### src/rtl/ifetch_unit.sv
// Instruction fetch unit: drives insmem addresses, buffers fetched words with their PC
// in a prefetch FIFO, and hands them to decode over valid/ready. Optional counters: IFETCH_PERF_EN.
module ifetch_unit #(
  parameter int         DEPTH      = 4,
  parameter logic [5:0] RESET_ADDR = 6'd0
) (
  input  logic        clk,
  input  logic        rst,
  input  logic        fetch_en,
  output logic [5:0]  addr_code,
  input  logic [31:0] code,
  output logic        ins_valid,
  input  logic        ins_ready,
  output logic [31:0] ins_code,
  output logic [5:0]  ins_pc,
  input  logic        redirect_valid,
  input  logic [5:0]  redirect_addr,
  output logic [2:0]  fifo_count
`ifdef IFETCH_PERF_EN
  ,
  output logic [15:0] perf_fetched,
  output logic [15:0] perf_flushed
`endif
);

  localparam int AW = $clog2(DEPTH);
  localparam int CW = 4;

  typedef enum logic [1:0] {IDLE, RUN, STALL} fetch_state_t;

  fetch_state_t  fetch_state;
  logic [5:0]    pc_reg, pc_next;
  logic [AW-1:0] rd_ptr_reg, rd_ptr_next;
  logic [AW-1:0] wr_ptr_reg, wr_ptr_next;
  logic [CW-1:0] count_reg, count_next;
  logic          pop, push, not_full;

  logic [5:0]    pc_mem   [DEPTH];
  logic [31:0]   code_mem [DEPTH];

  // Fetch state is a pure function of the current inputs; no cycles are spent switching.
  always_comb begin
    pop         = (count_reg != '0) & ins_ready & ~redirect_valid;
    not_full    = count_reg < CW'(DEPTH);
    fetch_state = IDLE;
    if (fetch_en) begin
      fetch_state = (not_full | pop) ? RUN : STALL;
    end
    push        = (fetch_state == RUN) & ~redirect_valid;

    pc_next     = pc_reg;
    rd_ptr_next = rd_ptr_reg;
    wr_ptr_next = wr_ptr_reg;
    count_next  = count_reg;
    if (redirect_valid) begin
      pc_next     = redirect_addr;
      rd_ptr_next = '0;
      wr_ptr_next = '0;
      count_next  = '0;
    end else begin
      if (push) begin
        pc_next     = pc_reg + 6'd1;
        wr_ptr_next = wr_ptr_reg + 1'b1;
      end
      if (pop) begin
        rd_ptr_next = rd_ptr_reg + 1'b1;
      end
      case ({push, pop})
        2'b10:   count_next = count_reg + 1'b1;
        2'b01:   count_next = count_reg - 1'b1;
        default: count_next = count_reg;
      endcase
    end
  end

  always_ff @(posedge clk or posedge rst) begin
    if (rst) begin
      pc_reg     <= RESET_ADDR;
      rd_ptr_reg <= '0;
      wr_ptr_reg <= '0;
      count_reg  <= '0;
    end else begin
      pc_reg     <= pc_next;
      rd_ptr_reg <= rd_ptr_next;
      wr_ptr_reg <= wr_ptr_next;
      count_reg  <= count_next;
    end
  end

  // Storage needs no reset: every read is qualified by the occupancy count.
  always_ff @(posedge clk) begin
    if (push) begin
      pc_mem[wr_ptr_reg]   <= pc_reg;
      code_mem[wr_ptr_reg] <= code;
    end
  end

  assign addr_code  = pc_reg;
  assign ins_valid  = (count_reg != '0);
  assign ins_code   = ins_valid ? code_mem[rd_ptr_reg] : 32'd0;
  assign ins_pc     = ins_valid ? pc_mem[rd_ptr_reg]   : 6'd0;
  // A full DEPTH=8 FIFO does not fit the 3-bit occupancy port, so it reads as 7.
  assign fifo_count = (count_reg > 4'd7) ? 3'd7 : count_reg[2:0];

`ifdef IFETCH_PERF_EN
  logic [15:0] perf_fetched_reg, perf_flushed_reg;
  logic [16:0] flushed_sum;

  assign flushed_sum = {1'b0, perf_flushed_reg} + 17'(count_reg);

  always_ff @(posedge clk or posedge rst) begin
    if (rst) begin
      perf_fetched_reg <= '0;
      perf_flushed_reg <= '0;
    end else begin
      if (push && perf_fetched_reg != 16'hFFFF) begin
        perf_fetched_reg <= perf_fetched_reg + 16'd1;
      end
      if (redirect_valid) begin
        perf_flushed_reg <= flushed_sum[16] ? 16'hFFFF : flushed_sum[15:0];
      end
    end
  end

  assign perf_fetched = perf_fetched_reg;
  assign perf_flushed = perf_flushed_reg;
`endif

endmodule
### config.mk
export PLATFORM = sky130hd
export DESIGN_NAME = ifetch_unit
export DESIGN_NICKNAME = d
export VERILOG_FILES = /design/src/rtl/ifetch_unit.sv
export SDC_FILE = /design/constraint.sdc
export NUM_CORES = 1
export LEC_CHECK = 0
export BUFFER_PORTS_ARGS = -buffer_cell sky130_fd_sc_hd__buf_2
export CORE_ASPECT_RATIO = 1.1
export CORE_UTILIZATION = 33
export DETAILED_ROUTE_END_ITERATION = 10
export PLACE_DENSITY = 0.57
export SLEW_MARGIN = 20
export SYNTH_ARGS = -nofsm -noshare
export SYNTH_HDL_FRONTEND = slang
export SYNTH_SLANG_ARGS = --single-unit
### constraint.sdc
create_clock -name clk -period 2.5 [get_ports clk]
set_input_delay 0.375 -clock clk [delete_from_list [all_inputs] [get_ports clk]]
set_output_delay 0.375 -clock clk [all_outputs]
set_load 0.1 [all_outputs]
Word level (Yosys, flattened, before mapping)
Memory sizes are Yosys's and may differ from the RTL's.
Index checks and enable logic that the tools add are counted.
{"block": "word_totals", "reg_bits": 14, "latch_bits": 0, "ram_bits": 152, "rom_bits": 0, "inputBits": 43, "output_inout_bits": 48, "elab_cells": 40, "memories": 2}
{"name": "code_mem", "words": 4, "word_bits": 32, "read_ports": 1, "rd_clocked_by_memory_dff": 0, "wr": 1, "line_no": "39", "rtl": "logic [31:0] code_mem [DEPTH];"}
{"name": "pc_mem", "words": 4, "word_bits": 6, "read_ports": 1, "rd_clocked_by_memory_dff": 0, "wr": 1, "line_no": "38", "rtl": "logic [5:0] pc_mem [DEPTH];"}
{"block": "classes", "addsub": 5, "mul": 0, "div": 0, "n_lt_le_gt_ge": 2, "n_eq_ne": 3, "shifts": 0, "n_mux": 15, "bitwise_logic": 5, "n_reduce_logical": 4}
{"operator": "32-bit 2-to-1 mux", "count": 1}
{"operator": "6-bit 2-to-1 mux", "count": 3}
{"operator": "2-bit 2-to-1 mux", "count": 6}
{"operator": "4-bit one-hot mux with 2 select lines", "count": 1}
{"operator": "6-bit by 1-bit adder with 6-bit output (second input constant)", "count": 1}
{"operator": "2-bit by 1-bit adder with 2-bit output (second input constant)", "count": 2}
{"operator": "4-bit by 1-bit adder with 4-bit output (second input constant)", "count": 1}
{"operator": "2-bit by 1-bit equality test with 1-bit output (second input constant)", "count": 2}
{"operator": "4-bit by 3-bit greater-than comparator with 1-bit output (second input constant)", "count": 1}
{"operator": "4-bit by 3-bit < comparator with 1-bit output (second input constant)", "count": 1}
{"operator": "4-bit 2-to-1 mux", "count": 1}
{"operator": "2-bit nonzero test", "count": 2}
{"operator": "4-bit nonzero test", "count": 1}
{"operator": "4-bit by 1-bit subtractor with 4-bit output (second input constant)", "count": 1}
{"operator": "1-bit bitwise AND", "count": 3}
{"operator": "3-bit 2-to-1 mux", "count": 1}
{"operator": "3-bit nonzero test", "count": 1}
{"operator": "2-bit equality test (second input constant)", "count": 1}
{"operator": "1-bit 2-to-1 mux", "count": 2}
{"operator": "1-bit inverter", "count": 1}
{"operator": "1-bit bitwise OR", "count": 1}

Logic depth before layout (Yosys ltp)
Gate-level depths: netlist of the first run.
{"block": "depth", "depth_word": 11, "depth_mapped": 8, "ltp_nobuf": 7}

Worst setup path after synthesis of the first run
No wires, ideal clock.
{"block": "synth_path", "kind": "register -> output", "start": "register count_reg[1]", "end": "output ins_code[27]", "arrival_time_ns": 2.498, "required_ns": 2.125, "setup_slack_ns": -0.373, "stages_incl_launch_ff": 5, "n_path_buf": 1, "cell_sequence": "dfrtp_1 > nor4_4 > inv_1 > clkbuf_1 > and2_1"}
{"block": "synth_between", "elab_chain_cells": 2}
{"element": "start, declared", "line_no": "35", "rtl": "logic [CW-1:0] count_reg, count_next;"}
{"element": "start signal, assigned", "line_no": "86", "rtl": "count_reg <= count_next;"}
{"element": "4-bit nonzero test", "line_no": "99", "rtl": "assign ins_valid = (count_reg != '0);"}
{"element": "named net ins_valid", "line_no": "12", "rtl": "output logic ins_valid,"}
{"element": "32-bit 2-to-1 mux", "line_no": "100", "rtl": "assign ins_code = ins_valid ? code_mem[rd_ptr_reg] : 32'd0;"}
{"element": "end, declared", "line_no": "14", "rtl": "output logic [31:0] ins_code,"}
The timed path passes the listed nets, and every way through them passes these cells.

Worst setup path after layout of the first run
{"block": "layout_path", "start": "register rd_ptr_reg[0]", "end": "output ins_pc[5]"}
{"block": "layout_between", "elab_chain_cells": 2}
{"element": "start, declared", "line_no": "33", "rtl": "logic [AW-1:0] rd_ptr_reg, rd_ptr_next;"}
{"element": "start signal, assigned", "line_no": "84", "rtl": "rd_ptr_reg <= rd_ptr_next;"}
{"element": "memory read 4 x 6 bit"}
{"element": "6-bit 2-to-1 mux", "line_no": "101", "rtl": "assign ins_pc = ins_valid ? pc_mem[rd_ptr_reg] : 6'd0;"}
{"element": "end, declared", "line_no": "15", "rtl": "output logic [5:0] ins_pc,"}
No other way between the ends.

==> out/results.txt, run 1 <==
P_int: 5850 uW
Worst Skew: 4.95 ps
startpoint types: flop
Post-Route WL: 13000 um
FMAX: 412 MHz
net count after synthesis: 397
Final #Nets: 507
pre-CTS WS: 171 ps
Fin Hold WS: -7.60 ps
Sum Neg Setup Slack: 0 ps
die area: 0.0209 mm2
Ys Warns: 0
worst path cell trace: buf_12 > mux4_2 > and2_1 > buf_12
relative max-transition margin: 63.0%
Clock transition at path regs: 60 ps
critical path required time: 2120 ps
post-DR wirelength/cell: 18.0 um
Setup CP Type: flop to output pin
antenna cells: 0
drc violations: 0
failing checks: negative hold slack
Global Route Usage Sum: 13.4%
first-pass GRT wire length: 20000 um
Port Buf Inserts: 90
sw frac: 36.0%
Pins Over Slew Limit: 0
number of global-route vias before repair: 3633
CTS root buf: clkbuf_16
final core occ: 44.5%
Starting Density: 33.7%
Critical Path Sink Type: output pin
Final setup viols: 0
drt pass-1 iters: 4
CTS tree: done
# fillers: 1726
area of the mapped netlist: 0.00669 mm2
number of CTS-inserted buffers: 17
cell count after synthesis: 347
CP Data Arrival Time: 2050 ps
max cap viols: 0
min-delay worst type: input pin to async pin
syn avg cell area: 19.3 um2
Synth area leader: edfxtp_1
RSZ-0062 raised after global routing: true
number of flip-flops in the largest register: 128
drt first-iter violations: 178
vias per inst: 4.83
maximum VDD drop: 0.630 mV
slowest CP cell: dfrtp_4
CTS Hold Bufs: 0
M1 GR Usage: 16.9%
Final Hold Fails: 14
met3 Usage GRT: 3.78%
#FFs+latches synth: 166
post-route ant nets: 0
Worst-Skew Late Latency: 420 ps
initial antenna violation count: 0
Switch Pwr: 3290 uW
CTS max path bufs: 2
crit-path most repeated cell: buf_12
num rows: 54
share of cells above drive strength 1: 40.9%
GRT Max-Usage Layer: met2
worst stage delay on the critical path: 520 ps
leak pwr: 0.00310 uW
Comb pwr share: 36.3%
clock share of power: 28.1%
die height: 151 um
die width: 138 um
status: finished, violations left
vias post-DR: 3484
CTS Sinks: 166
Reg with most FFs: code_mem
Seq/Total Area, Yosys: 73.4%
CORE AREA: 0.0199 mm2
Synth top area share: 68.2%
final worst path period need: 2420 ps
Top Ports: 91
met2 GRT Util: 22.2%
GRT Residual Overflow: 0
synth unique cells: 37
top cells by area, synth: edfxtp_1 68%, mux4_2 13%, dfrtp_1 5.2%
Final Wtd Congestion: 0.778
fin crit share: 97.0%
critical path fanouts, max: 13
worst slew pin tran: 554 ps
final worst setup slack: 75.0 ps
power density cells: 1030 mW/mm2
area added between synthesis and finish: 32.1%
largest net degree at the start of global routing: 42
HPWL after DPL: 8100 um
Seq pwr share: 35.5%
htree depth: 4
-- worst max-delay path, delay by kind of cell (launching register included) --
family / cells / cell delay, ps
muxes: 1 / 500
DFF: 1 / 520
and+or+nand+nor: 1 / 220
buffers and inverters: 2 / 370
-- cells in the final DEF, fill, tap and decap left out, types with 4 or more instances in the layout --
master | Yosys | routed
nand2_1 | 8 | 8
mux4_2 | 38 | 38
nor2_1 | 6 | 6
o21ai_0 | 10 | 10
inv_1 | 5 | 5
ha_1 | 7 | 7
clkbuf_16 | 0 | 18
and2_2 | 0 | 5
buf_12 | 0 | 47
edfxtp_1 | 152 | 152
buf_2 | 5 | 51
buf_4 | 0 | 8
xor2_1 | 7 | 7
dfrtp_1 | 14 | 10
inv_6 | 0 | 6
nor2b_1 | 4 | 4
and2_1 | 45 | 40
-- power by group through the flow --
stage	Combinational [uW]	Sequential (uW)	Clock, uW
2_1_floorplan	2080	3360	0
3_3_place_gp	3290	3310	0
3_5_place_dp	3300	3320	0
4_1_cts	3340	3250	2630
5_1_grt	3460	3260	2750
6_report	3320	3250	2570
-- final cells by class --
cell class / count / area (um2) / area share (%)
Clock inverter: 15 / 165 / 1.87
Inverter: 5 / 18.8 / 0.212
Multi-Input combinational cell: 159 / 1700 / 19.2
Sequential cell: 166 / 4920 / 55.7
Clock buffer: 17 / 425 / 4.81
Timing Repair Buffer: 108 / 1300 / 14.7
Tap cell: 252 / 315 / 3.57
-- repair_timing --
action	4_1_cts	5_1_grt
setup buffers	2	0
setup endpoints to repair	38	38
gates resized for setup	1	5
cloned	0	1
-- kinds of logic after synthesis --
group | count (synthesis) | synth area share, %
AOI/OAI and AO/OA | 23 | 2.30
xor gates and xnor gates | 8 | 1.05
adders and majority gates | 7 | 1.31
buffers and inverters | 22 | 1.33
DFF | 166 | 73.4
muxes | 43 | 13.6
and+or+nand+nor | 78 | 7.01
-- cells in the mapped netlist --
cell type	number
a21boi_0	1
a21oi_1	2
a221oi_2	1
a22oi_1	1
a31oi_1	1
and2_1	45
and3_1	1
and3b_2	1
buf_1	1
buf_2	5
clkbuf_1	11
dfrtp_1	14
edfxtp_1	152
ha_1	7
inv_1	5
mux2_1	1
mux2_2	1
mux2i_1	3
mux4_2	38
nand2_1	8
nand2b_1	2
nand3_1	2
nand3b_1	1
nor2_1	6
nor2b_1	4
nor3_1	3
nor4_4	1
nor4b_1	1
o2111ai_1	2
o211ai_1	3
o21a_1	1
o21ai_0	10
o31a_2	1
or2_2	2
or3_1	1
xnor2_1	1
xor2_1	7
-- layer usage --
layer,vias up,wire length (um)
li1,1590,-
met1,1800,5690
met2,81,6630
met3,13,521
met4,0,159
met5,-,0
-- per-stage QoR --
step | std cells | power, uW | instance area [um2] | hold slack [ps]
6_report | 722 | 9150 | 8840 | -7.60
3_3_place_gp | 687 | 6600 | 8200 | 450
2_1_floorplan | 347 | 5440 | 6700 | 264
3_5_place_dp | 687 | 6620 | 8200 | 467
5_1_grt | 722 | 9480 | 8840 | 31.4
4_1_cts | 721 | 9220 | 8810 | 2.92
-- worst paths after layout --
check / depth (start not counted) / slack [ps] / to / start
max: 4 / 80 / ins_pc[5] / rd_ptr_reg[0]
min: 2 / -8 / count_reg[2] / rst
max reg2reg: 7 / 210 / count_reg[3] / count_reg[3]
min reg2reg: 2 / 570 / rd_ptr_reg[1] / rd_ptr_reg[1]
max in group asynchronous: 2 / 2090 / rd_ptr_reg[0] / rst
min in group clk: 3 / 160 / addr_code[5] / redirect_addr[5]
Note: power is estimated with default switching activity, not from simulation.
==> run 2: changes to the inputs <==
--- a/config.mk
+++ b/config.mk
@@ -7,9 +7,9 @@
 export LEC_CHECK = 0
 export BUFFER_PORTS_ARGS = -buffer_cell sky130_fd_sc_hd__buf_2
 export CORE_ASPECT_RATIO = 1.1
-export CORE_UTILIZATION = 33
+export CORE_UTILIZATION = 40
 export DETAILED_ROUTE_END_ITERATION = 10
-export PLACE_DENSITY = 0.57
+export PLACE_DENSITY = 0.64
 export SLEW_MARGIN = 20
 export SYNTH_ARGS = -nofsm -noshare
 export SYNTH_HDL_FRONTEND = slang
==> constraint.sdc (replaced) <==
create_clock -name clk -period 3.05 [get_ports clk]
set_input_delay 0.4575 -clock clk [delete_from_list [all_inputs] [get_ports clk]]
set_output_delay 0.4575 -clock clk [all_outputs]
set_load 0.1 [all_outputs]
==> run 2 against run 1 <==
The flow finishes with violations (design-rule violations). Combinational power is 37% lower. Setup slack gained 120 ps. Clock skew rose by 1.7 ps. First-iteration DRC count up 46%. Die area decreased by 17%. Register-to-register slack improved by 470 ps. Total power fell by 24%. Sequential power is 17% lower.
==> out/results.txt, run 2 (same netlist as run 1, synthesis figures left out) <==
status: finished, violations left
first-pass GRT wire length: 19600 um
drc violations: 8
Final #Nets: 499
Clock transition at path regs: 60 ps
WL met2: 6440 um
CP Data Arrival Time: 2400 ps
CTS Hold Bufs: 0
die height: 138 um
num rows: 49
leak pwr: 0.00290 uW
Reg with most FFs: code_mem
power density cells: 854 mW/mm2
maximum VDD drop: 0.478 mV
CTS Sinks: 166
HPWL after DPL: 7980 um
reg2reg setup slack: 680 ps
worst slew pin tran: 590 ps
Final setup viols: 0
number of CTS-inserted buffers: 17
# resized after CTS: 0
drt first-iter violations: 260
Worst Skew: 6.61 ps
startpoint types: flop
Sum Neg Setup Slack: 0 ps
max cap viols: 0
vias post-DR: 3410
DR top layer: met4
most common cell after layout, fill and taps aside: edfxtp_1
post-DR wirelength/cell: 18.7 um
Top Ports: 91
CTS max path bufs: 2
CTS tree: done
post-route ant nets: 0
Global Route Usage Sum: 15.7%
fin crit share: 93.5%
Port Buf Inserts: 90
largest net degree at the start of global routing: 42
final core occ: 49.4%
critical path required time: 2590 ps
post-CTS setup buffers: 0
drt pass-1 iters: 9
Setup CP Type: flop to output pin
initial antenna violation count: 0
GRT Residual Overflow: 0
htree depth: 4
CORE AREA: 0.0164 mm2
WL met3: 563 um
Post-Route WL: 12500 um
Starting Density: 40.9%
area added between synthesis and finish: 20.9%
Final Wtd Congestion: 0.793
RSZ-0062 raised after global routing: false
Pins Over Slew Limit: 0
min-delay worst type: input pin to async pin
critical path fanouts, max: 21
number of global-route vias before repair: 3585
antenna cells: 0
Critical Path Sink Type: output pin
M1 wire length: 5270 um
relative max-transition margin: 60.6%
number of flip-flops in the largest register: 128
most frequent cells in the layout: 152 x edfxtp_1, 88 x buf_2, 41 x and2_1
Worst-Skew Late Latency: 420 ps
CTS root buf: clkbuf_16
FMAX: 351 MHz
vias per inst: 5.12
share of cells above drive strength 1: 39.2%
failing checks: design-rule violations
Final Hold Fails: 0
final worst path period need: 2850 ps
die area: 0.0173 mm2
die width: 125 um
[run 2: cell count changes in the layout (fill, tap and decap cells not counted), sizes merged]
cell | before | now
clkinvlp | 1 | 3
buf | 107 | 100
bufinv | 2 | 3
inv | 12 | 7
clkbuf | 18 | 19
[run 2: worst paths after layout]
check	startpoint	endpoint	depth (start not counted)
worst max-delay path	rd_ptr_reg[0]	ins_code[9]	4
worst min-delay path	rst	count_reg[2]	2
worst max register to register	count_reg[0]	count_reg[3]	7
worst min register to register	wr_ptr_reg[1]	wr_ptr_reg[1]	2
max in group asynchronous	rst	rd_ptr_reg[0]	2
min in group clk	code[13]	code_mem[3][13]	1
[run 2: per-layer routing]
layer  global-route usage, %  vias to the layer above
met5                       0                        -
met4                    6.71                        0
met3                    4.04                       16
met2                    26.5                       90
met1                    19.2                     1735
li1                        -                     1569
[run 2: metrics by stage]
stage	cell area, um2	hold slack [ps]	setup slack, ps	power [uW]	cells
final	8090	90.5	197	6910	666
after global routing	8090	133	66.8	7160	666
after CTS	8090	98.9	145	6990	666
after detailed placement	7510	548	551	4870	634
after global placement	7510	535	598	4850	634
after floorplan	6690	347	94.8	4460	347
[run 2: final cells by class]
cell class	count	area, um2
fillers	1362	8280
clock inverters	13	155
inverters	5	18.8
repair buffers	100	618
flip-flops and latches	166	4920
multi-input cells	159	1690
well taps	204	255
clock buffers	19	433
[run 2: report_power, final]
part | internal (uW) | switching (uW)
Sequential | 2590 | 104
Clock | 1280 | 843
Combinational | 492 | 1600
[run 2: critical path, stage by stage, from the launching register on]
cell	delay [ps]
dfrtp_4	700
buf_12	270
mux4_2	540
and2_1	170
buf_2	280
==> run 3: changes to the inputs <==
--- a/config.mk
+++ b/config.mk
@@ -7,9 +7,9 @@
 export LEC_CHECK = 0
 export BUFFER_PORTS_ARGS = -buffer_cell sky130_fd_sc_hd__buf_2
 export CORE_ASPECT_RATIO = 1.1
-export CORE_UTILIZATION = 40
+export CORE_UTILIZATION = 28
 export DETAILED_ROUTE_END_ITERATION = 10
-export PLACE_DENSITY = 0.64
+export PLACE_DENSITY = 0.5
 export SLEW_MARGIN = 20
 export SYNTH_ARGS = -nofsm -noshare
 export SYNTH_HDL_FRONTEND = slang
==> run 3 against run 2 <==
The flow now finishes without violations. Clock-buffer cell count down 2. Setup slack better by 98 ps. Clock skew up 1.9 ps. Global-route usage down 3.6 points. Die area up 42%. Critical path depth unchanged. Highest routed layer unchanged.
==> out/results.txt, run 3 (same netlist as run 1, synthesis figures left out) <==
drc violations: 0
GRT Residual Overflow: 0
worst slew pin tran: 570 ps
Worst Skew: 8.48 ps
Global Route Usage Sum: 12.0%
largest net degree at the start of global routing: 42
Setup CP Type: flop to output pin
reg2reg end: count_reg[3]
htree depth: 4
maximum VDD drop: 0.330 mV
Final #Nets: 500
CTS Hold Bufs: 0
Worst R2R Start: count_reg[0]
HPWL after DPL: 8260 um
most common cell after layout, fill and taps aside: edfxtp_1
first-pass GRT wire length: 21300 um
Starting Density: 28.9%
post-route ant nets: 0
Pins Over Slew Limit: 0
share of cells above drive strength 1: 39.7%
post-CTS setup buffers: 0
CP Data Arrival Time: 2300 ps
Worst-Skew Late Latency: 420 ps
met3 Usage GRT: 3.39%
num rows: 58
critical path fanouts, max: 20
GRT Max-Usage Layer: met2
die width: 149 um
CP Launch Point: rd_ptr_reg[0]
drt first-iter violations: 171
antenna cells: 0
Final setup viols: 0
CORE AREA: 0.0231 mm2
Top Ports: 91
most frequent cells in the layout: 152 x edfxtp_1, 87 x buf_2, 41 x and2_1
Port Buf Inserts: 90
critical path required time: 2590 ps
vias per inst: 4.52
CTS max path bufs: 2
die height: 164 um
power density cells: 843 mW/mm2
reg2reg setup slack: 720 ps
# resized after CTS: 0
CTS root buf: clkbuf_16
CTS Sinks: 166
Reg with most FFs: code_mem
final worst path period need: 2750 ps
RSZ-0062 raised after global routing: false
Clock transition at path regs: 70 ps
Final Wtd Congestion: 0.746
fin crit share: 90.3%
number of global-route vias before repair: 3751
CTS tree: done
post-DR wirelength/cell: 17.9 um
final core occ: 35.7%
Sum Neg Setup Slack: 0 ps
number of CTS-inserted buffers: 17
M1 GR Usage: 14.3%
Critical Path Sink Type: output pin
status: completed
startpoint types: flop
die area: 0.0245 mm2
leak pwr: 0.00291 uW
Post-Route WL: 13600 um
vias post-DR: 3448
met2 GRT Util: 20.7%
relative max-transition margin: 62.0%
drt pass-1 iters: 4
FF-to-FF path depth: 7
area added between synthesis and finish: 23.3%
initial antenna violation count: 0
Final Hold Fails: 0
number of flip-flops in the largest register: 128
max cap viols: 0
min-delay worst type: input pin to async pin
FMAX: 363 MHz
run 3: per-layer routing:
| metal | vias up | part of all wire, % |
|---|---|---|
| met4 | 0 | 0.76 |
| met5 | - | 0 |
| met3 | 6 | 4.3 |
| met1 | 1796 | 43 |
| met2 | 72 | 52 |
| li1 | 1574 | - |
run 3: critical path, cell delays in order (launching register included):
cell and delay [ps]:
dfrtp_4 580, buf_12 250, mux4_2 530, and2_1 210, buf_2 300
run 3: stage by stage:
step | hold slack (ps) | power [uW] | setup slack (ps) | area [um2] | std cells
floorplan | 347 | 4460 | 94.8 | 6690 | 347
global placement | 550 | 4910 | 692 | 7660 | 731
detailed placement | 555 | 4930 | 636 | 7660 | 731
CTS | 93.1 | 7060 | 228 | 8250 | 763
global route | 131 | 7230 | 167 | 8250 | 763
finish | 78.5 | 6960 | 296 | 8250 | 763
run 3: power by group:
part           internal (uW)  switching (uW)  total, uW
registers               2590            87.9       2680
clock network           1220             901       2120
logic                    511            1640       2150
run 3: how the worst max path moves through the flow:
stage | cells after the start | to
5_1_grt | 4 | ins_code[22]
3_3_place_gp | 4 | ins_code[19]
3_5_place_dp | 8 | count_reg[3]
6_report | 4 | ins_pc[5]
2_1_floorplan | 4 | ins_code[27]
4_1_cts | 4 | ins_pc[5]
run 3: final cells by class:
class | count | area (um2)
clock inverter | 15 | 166
inverter | 5 | 18.8
timing repair buffer | 101 | 653
fill | 2199 | 14900
sequential | 166 | 4920
multi-input combinational | 159 | 1690
clock buffer | 17 | 425
tap | 300 | 375
